[src/rtl/rgb_gray_stream.sv]
`default_nettype none
// +----------------------------------------------------------------------------+
// | Module   : rgb_gray_stream                                                 |
// | Brief    : 3-stage valid/ready RGB-to-grayscale converter with sof/eof      |
// |            framing, per-frame mode latch and saturating drop counter.       |
// |            Optional macro GRAY_ROUND_EN selects round-half-up in modes 0/1. |
// | Revision : 1.0 - initial release                                           |
// +----------------------------------------------------------------------------+
module rgb_gray_stream #(
    parameter int DATA_W = 8,
    parameter int COEF_W = 8,
    parameter int R_COEF = 77,
    parameter int G_COEF = 150,
    parameter int B_COEF = 29,
    parameter int CNT_W  = 16
) (
    input  logic              clk,
    input  logic              rst,
    input  logic [DATA_W-1:0] red_i,
    input  logic [DATA_W-1:0] green_i,
    input  logic [DATA_W-1:0] blue_i,
    input  logic              sof_i,
    input  logic              eof_i,
    input  logic [1:0]        mode_i,
    input  logic              in_valid_i,
    output logic              in_ready_o,
    output logic [DATA_W-1:0] gray_o,
    output logic              sof_o,
    output logic              eof_o,
    output logic              out_valid_o,
    input  logic              out_ready_i,
    output logic [CNT_W-1:0]  drop_cnt_o
);

    localparam int c_PROD_W = DATA_W + COEF_W;
    localparam int c_SUM_W  = DATA_W + COEF_W + 2;
    localparam int c_FAST_W = DATA_W + 2;

    localparam logic [COEF_W-1:0] c_R_COEF = COEF_W'(R_COEF);
    localparam logic [COEF_W-1:0] c_G_COEF = COEF_W'(G_COEF);
    localparam logic [COEF_W-1:0] c_B_COEF = COEF_W'(B_COEF);
    localparam logic [DATA_W-1:0] c_MAX    = '1;

`ifdef GRAY_ROUND_EN
    localparam logic [c_SUM_W-1:0]  c_W_RND = c_SUM_W'(1) << (COEF_W - 1);
    localparam logic [c_FAST_W-1:0] c_F_RND = c_FAST_W'(2);
`else
    localparam logic [c_SUM_W-1:0]  c_W_RND = '0;
    localparam logic [c_FAST_W-1:0] c_F_RND = '0;
`endif

    localparam logic [1:0] c_MODE_WEIGHTED = 2'd0;
    localparam logic [1:0] c_MODE_FAST     = 2'd1;
    localparam logic [1:0] c_MODE_GREEN    = 2'd2;

    typedef enum logic [0:0] {
        ST_IDLE   = 1'b0,
        ST_ACTIVE = 1'b1
    } state_t;

    state_t r_state;
    state_t w_state_nxt;

    logic [1:0]       r_mode;
    logic [1:0]       w_mode_nxt;
    logic [CNT_W-1:0] r_drop_cnt;
    logic             w_en;
    logic             w_accept;
    logic             w_fwd;
    logic             w_drop;

    // Stage 1: captured pixel
    logic              r_s1_valid;
    logic [DATA_W-1:0] r_s1_r;
    logic [DATA_W-1:0] r_s1_g;
    logic [DATA_W-1:0] r_s1_b;
    logic [1:0]        r_s1_mode;
    logic              r_s1_sof;
    logic              r_s1_eof;

    // Stage 2: weighted products or the finished non-weighted result
    logic                r_s2_valid;
    logic [c_PROD_W-1:0] r_s2_pr;
    logic [c_PROD_W-1:0] r_s2_pg;
    logic [c_PROD_W-1:0] r_s2_pb;
    logic [DATA_W-1:0]   r_s2_alt;
    logic                r_s2_weighted;
    logic                r_s2_sof;
    logic                r_s2_eof;

    // Stage 3: output register
    logic              r_s3_valid;
    logic [DATA_W-1:0] r_s3_gray;
    logic              r_s3_sof;
    logic              r_s3_eof;

    logic [c_PROD_W-1:0] w_pr;
    logic [c_PROD_W-1:0] w_pg;
    logic [c_PROD_W-1:0] w_pb;
    logic [c_FAST_W-1:0] w_fast_sum;
    logic [DATA_W-1:0]   w_fast;
    logic [DATA_W-1:0]   w_max_rg;
    logic [DATA_W-1:0]   w_max;
    logic [DATA_W-1:0]   w_alt;
    logic [c_SUM_W-1:0]  w_sum;
    logic [c_SUM_W-1:0]  w_shifted;
    logic [DATA_W-1:0]   w_weighted;
    logic [DATA_W-1:0]   w_gray;

    assign w_en       = !r_s3_valid || out_ready_i;
    assign in_ready_o = w_en || rst;
    assign w_accept   = in_valid_i && w_en && !rst;

    // Framing: decide per accepted beat whether it is forwarded or dropped.
    always_comb begin
        w_state_nxt = r_state;
        w_mode_nxt  = r_mode;
        w_fwd       = 1'b0;
        w_drop      = 1'b0;
        if (w_accept) begin
            if (sof_i) begin
                w_fwd       = 1'b1;
                w_mode_nxt  = mode_i;
                w_state_nxt = eof_i ? ST_IDLE : ST_ACTIVE;
            end else if (r_state == ST_ACTIVE) begin
                w_fwd = 1'b1;
                if (eof_i) begin
                    w_state_nxt = ST_IDLE;
                end
            end else begin
                w_drop = 1'b1;
            end
        end
    end

    always_ff @(posedge clk) begin
        if (rst) begin
            r_state    <= ST_IDLE;
            r_mode     <= 2'd0;
            r_drop_cnt <= '0;
        end else begin
            r_state <= w_state_nxt;
            r_mode  <= w_mode_nxt;
            if (w_drop && (r_drop_cnt != {CNT_W{1'b1}})) begin
                r_drop_cnt <= r_drop_cnt + 1'b1;
            end
        end
    end

    always_ff @(posedge clk) begin
        if (rst) begin
            r_s1_valid <= 1'b0;
            r_s1_r     <= '0;
            r_s1_g     <= '0;
            r_s1_b     <= '0;
            r_s1_mode  <= 2'd0;
            r_s1_sof   <= 1'b0;
            r_s1_eof   <= 1'b0;
        end else if (w_en) begin
            r_s1_valid <= w_fwd;
            r_s1_r     <= red_i;
            r_s1_g     <= green_i;
            r_s1_b     <= blue_i;
            r_s1_mode  <= w_mode_nxt;
            r_s1_sof   <= sof_i;
            r_s1_eof   <= eof_i;
        end
    end

    assign w_pr = c_PROD_W'(r_s1_r) * c_PROD_W'(c_R_COEF);
    assign w_pg = c_PROD_W'(r_s1_g) * c_PROD_W'(c_G_COEF);
    assign w_pb = c_PROD_W'(r_s1_b) * c_PROD_W'(c_B_COEF);

    assign w_fast_sum = c_FAST_W'(r_s1_r) + (c_FAST_W'(r_s1_g) << 1)
                      + c_FAST_W'(r_s1_b) + c_F_RND;
    assign w_fast     = DATA_W'(w_fast_sum >> 2);
    assign w_max_rg   = (r_s1_r > r_s1_g) ? r_s1_r : r_s1_g;
    assign w_max      = (w_max_rg > r_s1_b) ? w_max_rg : r_s1_b;

    always_comb begin
        w_alt = '0;
        case (r_s1_mode)
            c_MODE_FAST:  w_alt = w_fast;
            c_MODE_GREEN: w_alt = r_s1_g;
            default:      w_alt = w_max;
        endcase
    end

    always_ff @(posedge clk) begin
        if (rst) begin
            r_s2_valid    <= 1'b0;
            r_s2_pr       <= '0;
            r_s2_pg       <= '0;
            r_s2_pb       <= '0;
            r_s2_alt      <= '0;
            r_s2_weighted <= 1'b0;
            r_s2_sof      <= 1'b0;
            r_s2_eof      <= 1'b0;
        end else if (w_en) begin
            r_s2_valid    <= r_s1_valid;
            r_s2_pr       <= w_pr;
            r_s2_pg       <= w_pg;
            r_s2_pb       <= w_pb;
            r_s2_alt      <= w_alt;
            r_s2_weighted <= (r_s1_mode == c_MODE_WEIGHTED);
            r_s2_sof      <= r_s1_sof;
            r_s2_eof      <= r_s1_eof;
        end
    end

    // Oversized coefficient sets can push the weighted result past full scale.
    assign w_sum      = c_SUM_W'(r_s2_pr) + c_SUM_W'(r_s2_pg) + c_SUM_W'(r_s2_pb) + c_W_RND;
    assign w_shifted  = w_sum >> COEF_W;
    assign w_weighted = (w_shifted > c_SUM_W'(c_MAX)) ? c_MAX : DATA_W'(w_shifted);
    assign w_gray     = r_s2_weighted ? w_weighted : r_s2_alt;

    always_ff @(posedge clk) begin
        if (rst) begin
            r_s3_valid <= 1'b0;
            r_s3_gray  <= '0;
            r_s3_sof   <= 1'b0;
            r_s3_eof   <= 1'b0;
        end else if (w_en) begin
            r_s3_valid <= r_s2_valid;
            r_s3_gray  <= w_gray;
            r_s3_sof   <= r_s2_sof;
            r_s3_eof   <= r_s2_eof;
        end
    end

    assign out_valid_o = r_s3_valid;
    assign gray_o      = r_s3_gray;
    assign sof_o       = r_s3_sof;
    assign eof_o       = r_s3_eof;
    assign drop_cnt_o  = r_drop_cnt;

endmodule
`default_nettype wire

[config.mk]
export PLATFORM = sky130hd
export DESIGN_NAME = rgb_gray_stream
export DESIGN_NICKNAME = d
export VERILOG_FILES = /design/src/rtl/rgb_gray_stream.sv
export SDC_FILE = /design/constraint.sdc
export NUM_CORES = 1
export LEC_CHECK = 0
export ABC_CLOCK_PERIOD_IN_PS = 3900
export CAP_MARGIN = 15
export CORE_MARGIN = 5
export CORE_UTILIZATION = 55
export CTS_BUF_LIST = sky130_fd_sc_hd__clkbuf_8
export DETAILED_ROUTE_END_ITERATION = 8
export MAX_ROUTING_LAYER = met4
export PLACE_DENSITY = 0.75
export SYNTH_ARGS = -nofsm -noshare
export SYNTH_HDL_FRONTEND = slang
export SYNTH_SLANG_ARGS = --single-unit
[constraint.sdc]
create_clock -name clk -period 3.9 [get_ports clk]
set_input_delay 0.39 -clock clk [delete_from_list [all_inputs] [get_ports clk]]
set_output_delay 0.39 -clock clk [all_outputs]
set_load 0.005 [all_outputs]
==> run metrics <==
Cell Area, Synth=0.009110 sq mm; CTS Buffer Depth=2; LEAKAGE=4.952 nW; largest net degree at the start of global routing=82; via/cell ratio=5.647; Final TNS setup=0 ps; Yosys reg bits=114; Chip Height=138.7 microns; final net count=1367; met2 usage=40.90%; fin crit share=93.79%; clock transition at the registers of the reported paths=80 ps; RSZ-0062 raised after global routing=no; initial core utilization=55.53%; gpl congestion=0.9259; Relative slew margins=40.69%; Max-Cap Viols=0; post-detailed-route wirelength per cell=16.48 microns; GRT overflow=0; Req. time, crit path=4290 ps; Die Width=138.7 microns; Clock Skew=15.15 ps; # rows=47; Final ANT Viol Nets=0; Post-synth EDFFs=0; CTS Root Cell=clkbuf_8; Inserted Clock Buffers=17; setup violators final=0; clock latency on the worst-skew pair=440 ps; buffers added on ports=59; Cell Pwr Density=391.9 mW/mm^2; Antenna diodes=0; drt total wl=22760 microns; area delta synth->final=14.74%; # Post-CTS Setup Buffers=0; first-pass GRT wire length=38160 microns; Crit Path Category=register to register; Worst EP arrival=4040 ps; Yosys top cell area share=25.05%; DRC viols=0; synth top area cells=dfxtp_1 (25%), ha_1 (19%), fa_1 (10%), nand2_1 (6.6%), a21oi_1 (5.8%); Total Die Area=0.01924 sq mm; CTS Hold Buffers Added=0; net count after synthesis=1300; asr flop ratio synth=0%; max-slew violation count=0; count leader, synth=nand2_1; multi-input logic area=0.006247 sq mm; First DRT Iteration DRCs=494; CTS tree=yes; Pre-Repair DR Iteration Count=5; Total GRT Usage=24.98%; Setup crit start kind=register; fin util=63.71%; DP HPWL=17540 microns; Synth warnings=0; Reg area=0.002282 sq mm; Max VDD drop=0.0002380 V; core area=0.01641 sq mm; ratio of cells with drive above 1 in the final layout=7.321%; commonest cells in the netlist=nand2_1 (160), ha_1 (141), inv_1 (117); worst slew pin tran=889.6 ps; vias in the first global route=7610; Final Hold Viols=0; Avg Cell Area, Syn=8.427 sq um; Fmax achieved=273.4 MHz; H-tree levels=4; Synth area leader=dfxtp_1; CP max FO=7; register area share after synthesis=25.05%; ys flop type=dfxtp_1; fillcell total=1429; grt met1 use=31.71%; GRT busiest layer=met2; outcome=finished clean; Synth cell types=71; routing usage on met3=4.724%; I/O Pins=60; clock sink count=114; Worst Hold Class=input pin to register; Post-CTS Resized=0; Final min period=3658 ps; initial antenna violation count=0; CP Capture Type=register; Synth Instances=1081; Vias=7799
==> flip-flops by register name (all words and copies together), names as in the netlist, 2 cells and up <==
register,count
drop_cnt_o,16
gray_o,8
r_mode,2
r_s1_b,8
r_s1_g,8
r_s1_mode,2
r_s1_r,8
r_s2_alt,8
r_s2_pb,13
r_s2_pg,15
r_s2_pr,15
==> critical path, cell delays in order (launching register included) <==
cell and delay, ps:
dfxtp_1 540, fa_1 480, ha_1 290, inv_1 50, fa_1 490, inv_1 40
ha_1 330, a21o_1 190, a21oi_2 170, o21bai_1 80, a21oi_1 220, o21ai_0 140
or4b_1 480, nand3_1 90
==> cells in the final DEF (no fill, tap or decap), types with 5 or more instances in the layout <==
master	count
o21ai_1	7
nor2_1	58
and3_1	8
xor2_1	11
dfxtp_1	114
a21o_1	20
xnor2_1	21
ha_1	141
clkbuf_8	19
nor3_1	17
o21ai_0	37
o211ai_1	6
inv_1	117
a211oi_1	17
a21oi_1	105
buf_4	29
a31oi_1	5
or3_1	8
nand4_1	9
o21a_1	15
nand3b_1	8
nand3_1	17
nor2b_1	6
clkdlybuf4s50_1	58
nand2_1	160
fa_1	46
==> metrics by stage <==
| step | setup WS, ps | cells | hold slack (ps) | cell area [sq um] | total power [mW] |
|---|---|---|---|---|---|
| after floorplan | 369.7 | 1081 | 419.8 | 9110 | 2.511 |
| after global placement | 357.9 | 1349 | 425.5 | 10040 | 2.909 |
| after detailed placement | 234.1 | 1349 | 429.2 | 10040 | 2.946 |
| after CTS | 208.6 | 1381 | 300.0 | 10450 | 4.109 |
| after global routing | 10.05 | 1381 | 306.7 | 10450 | 4.386 |
| final | 242.2 | 1381 | 314.0 | 10450 | 4.096 |
==> routing by layer <==
metal  share of wire [%]  wire (microns)
met1                  44           10090
met2                  47           10780
met3                 6.1            1395
met4                 2.2             502
met5                   0               0
==> logic make-up (layout without fill, tap and decap cells) <==
group	count (synthesis)	count (layout)	synth area share, %
compound gates	267	267	19.04
xor+xnor	32	32	3.077
fa+ha+maj	187	187	29.47
buf+inv	156	236	6.538
flops	114	114	25.05
mux	8	8	0.9751
simple gates	317	317	15.85
==> power breakdown <==
part	leakage, nW	switching (mW)	internal, mW
clock network	0.200	0.548	0.611
registers	0.940	0.114	1.29
logic	3.81	0.837	0.695
total	4.95	1.50	2.60
==> area by class of cell <==
cell class	count	area share, %
Tap cell	220	2.633
Clock buffer	19	2.502
Sequential cell	114	21.83
Clock inverter	13	1.424
Inverter	117	4.202
Multi-Input combinational cell	811	59.77
Timing Repair Buffer	87	7.637
==> final timing paths <==
check	end	start	slack [ps]	cells past startpoint
worst min-delay path	out_valid_o	rst	310	2
worst min register to register	gray_o[4]	gray_o[4]	430	2
worst max register to register	r_s2_pb[11]	r_s1_b[3]	240	13
worst max-delay path	r_s2_pb[11]	r_s1_b[3]	240	13
No activity file was read; power rests on OpenSTA's default activity.
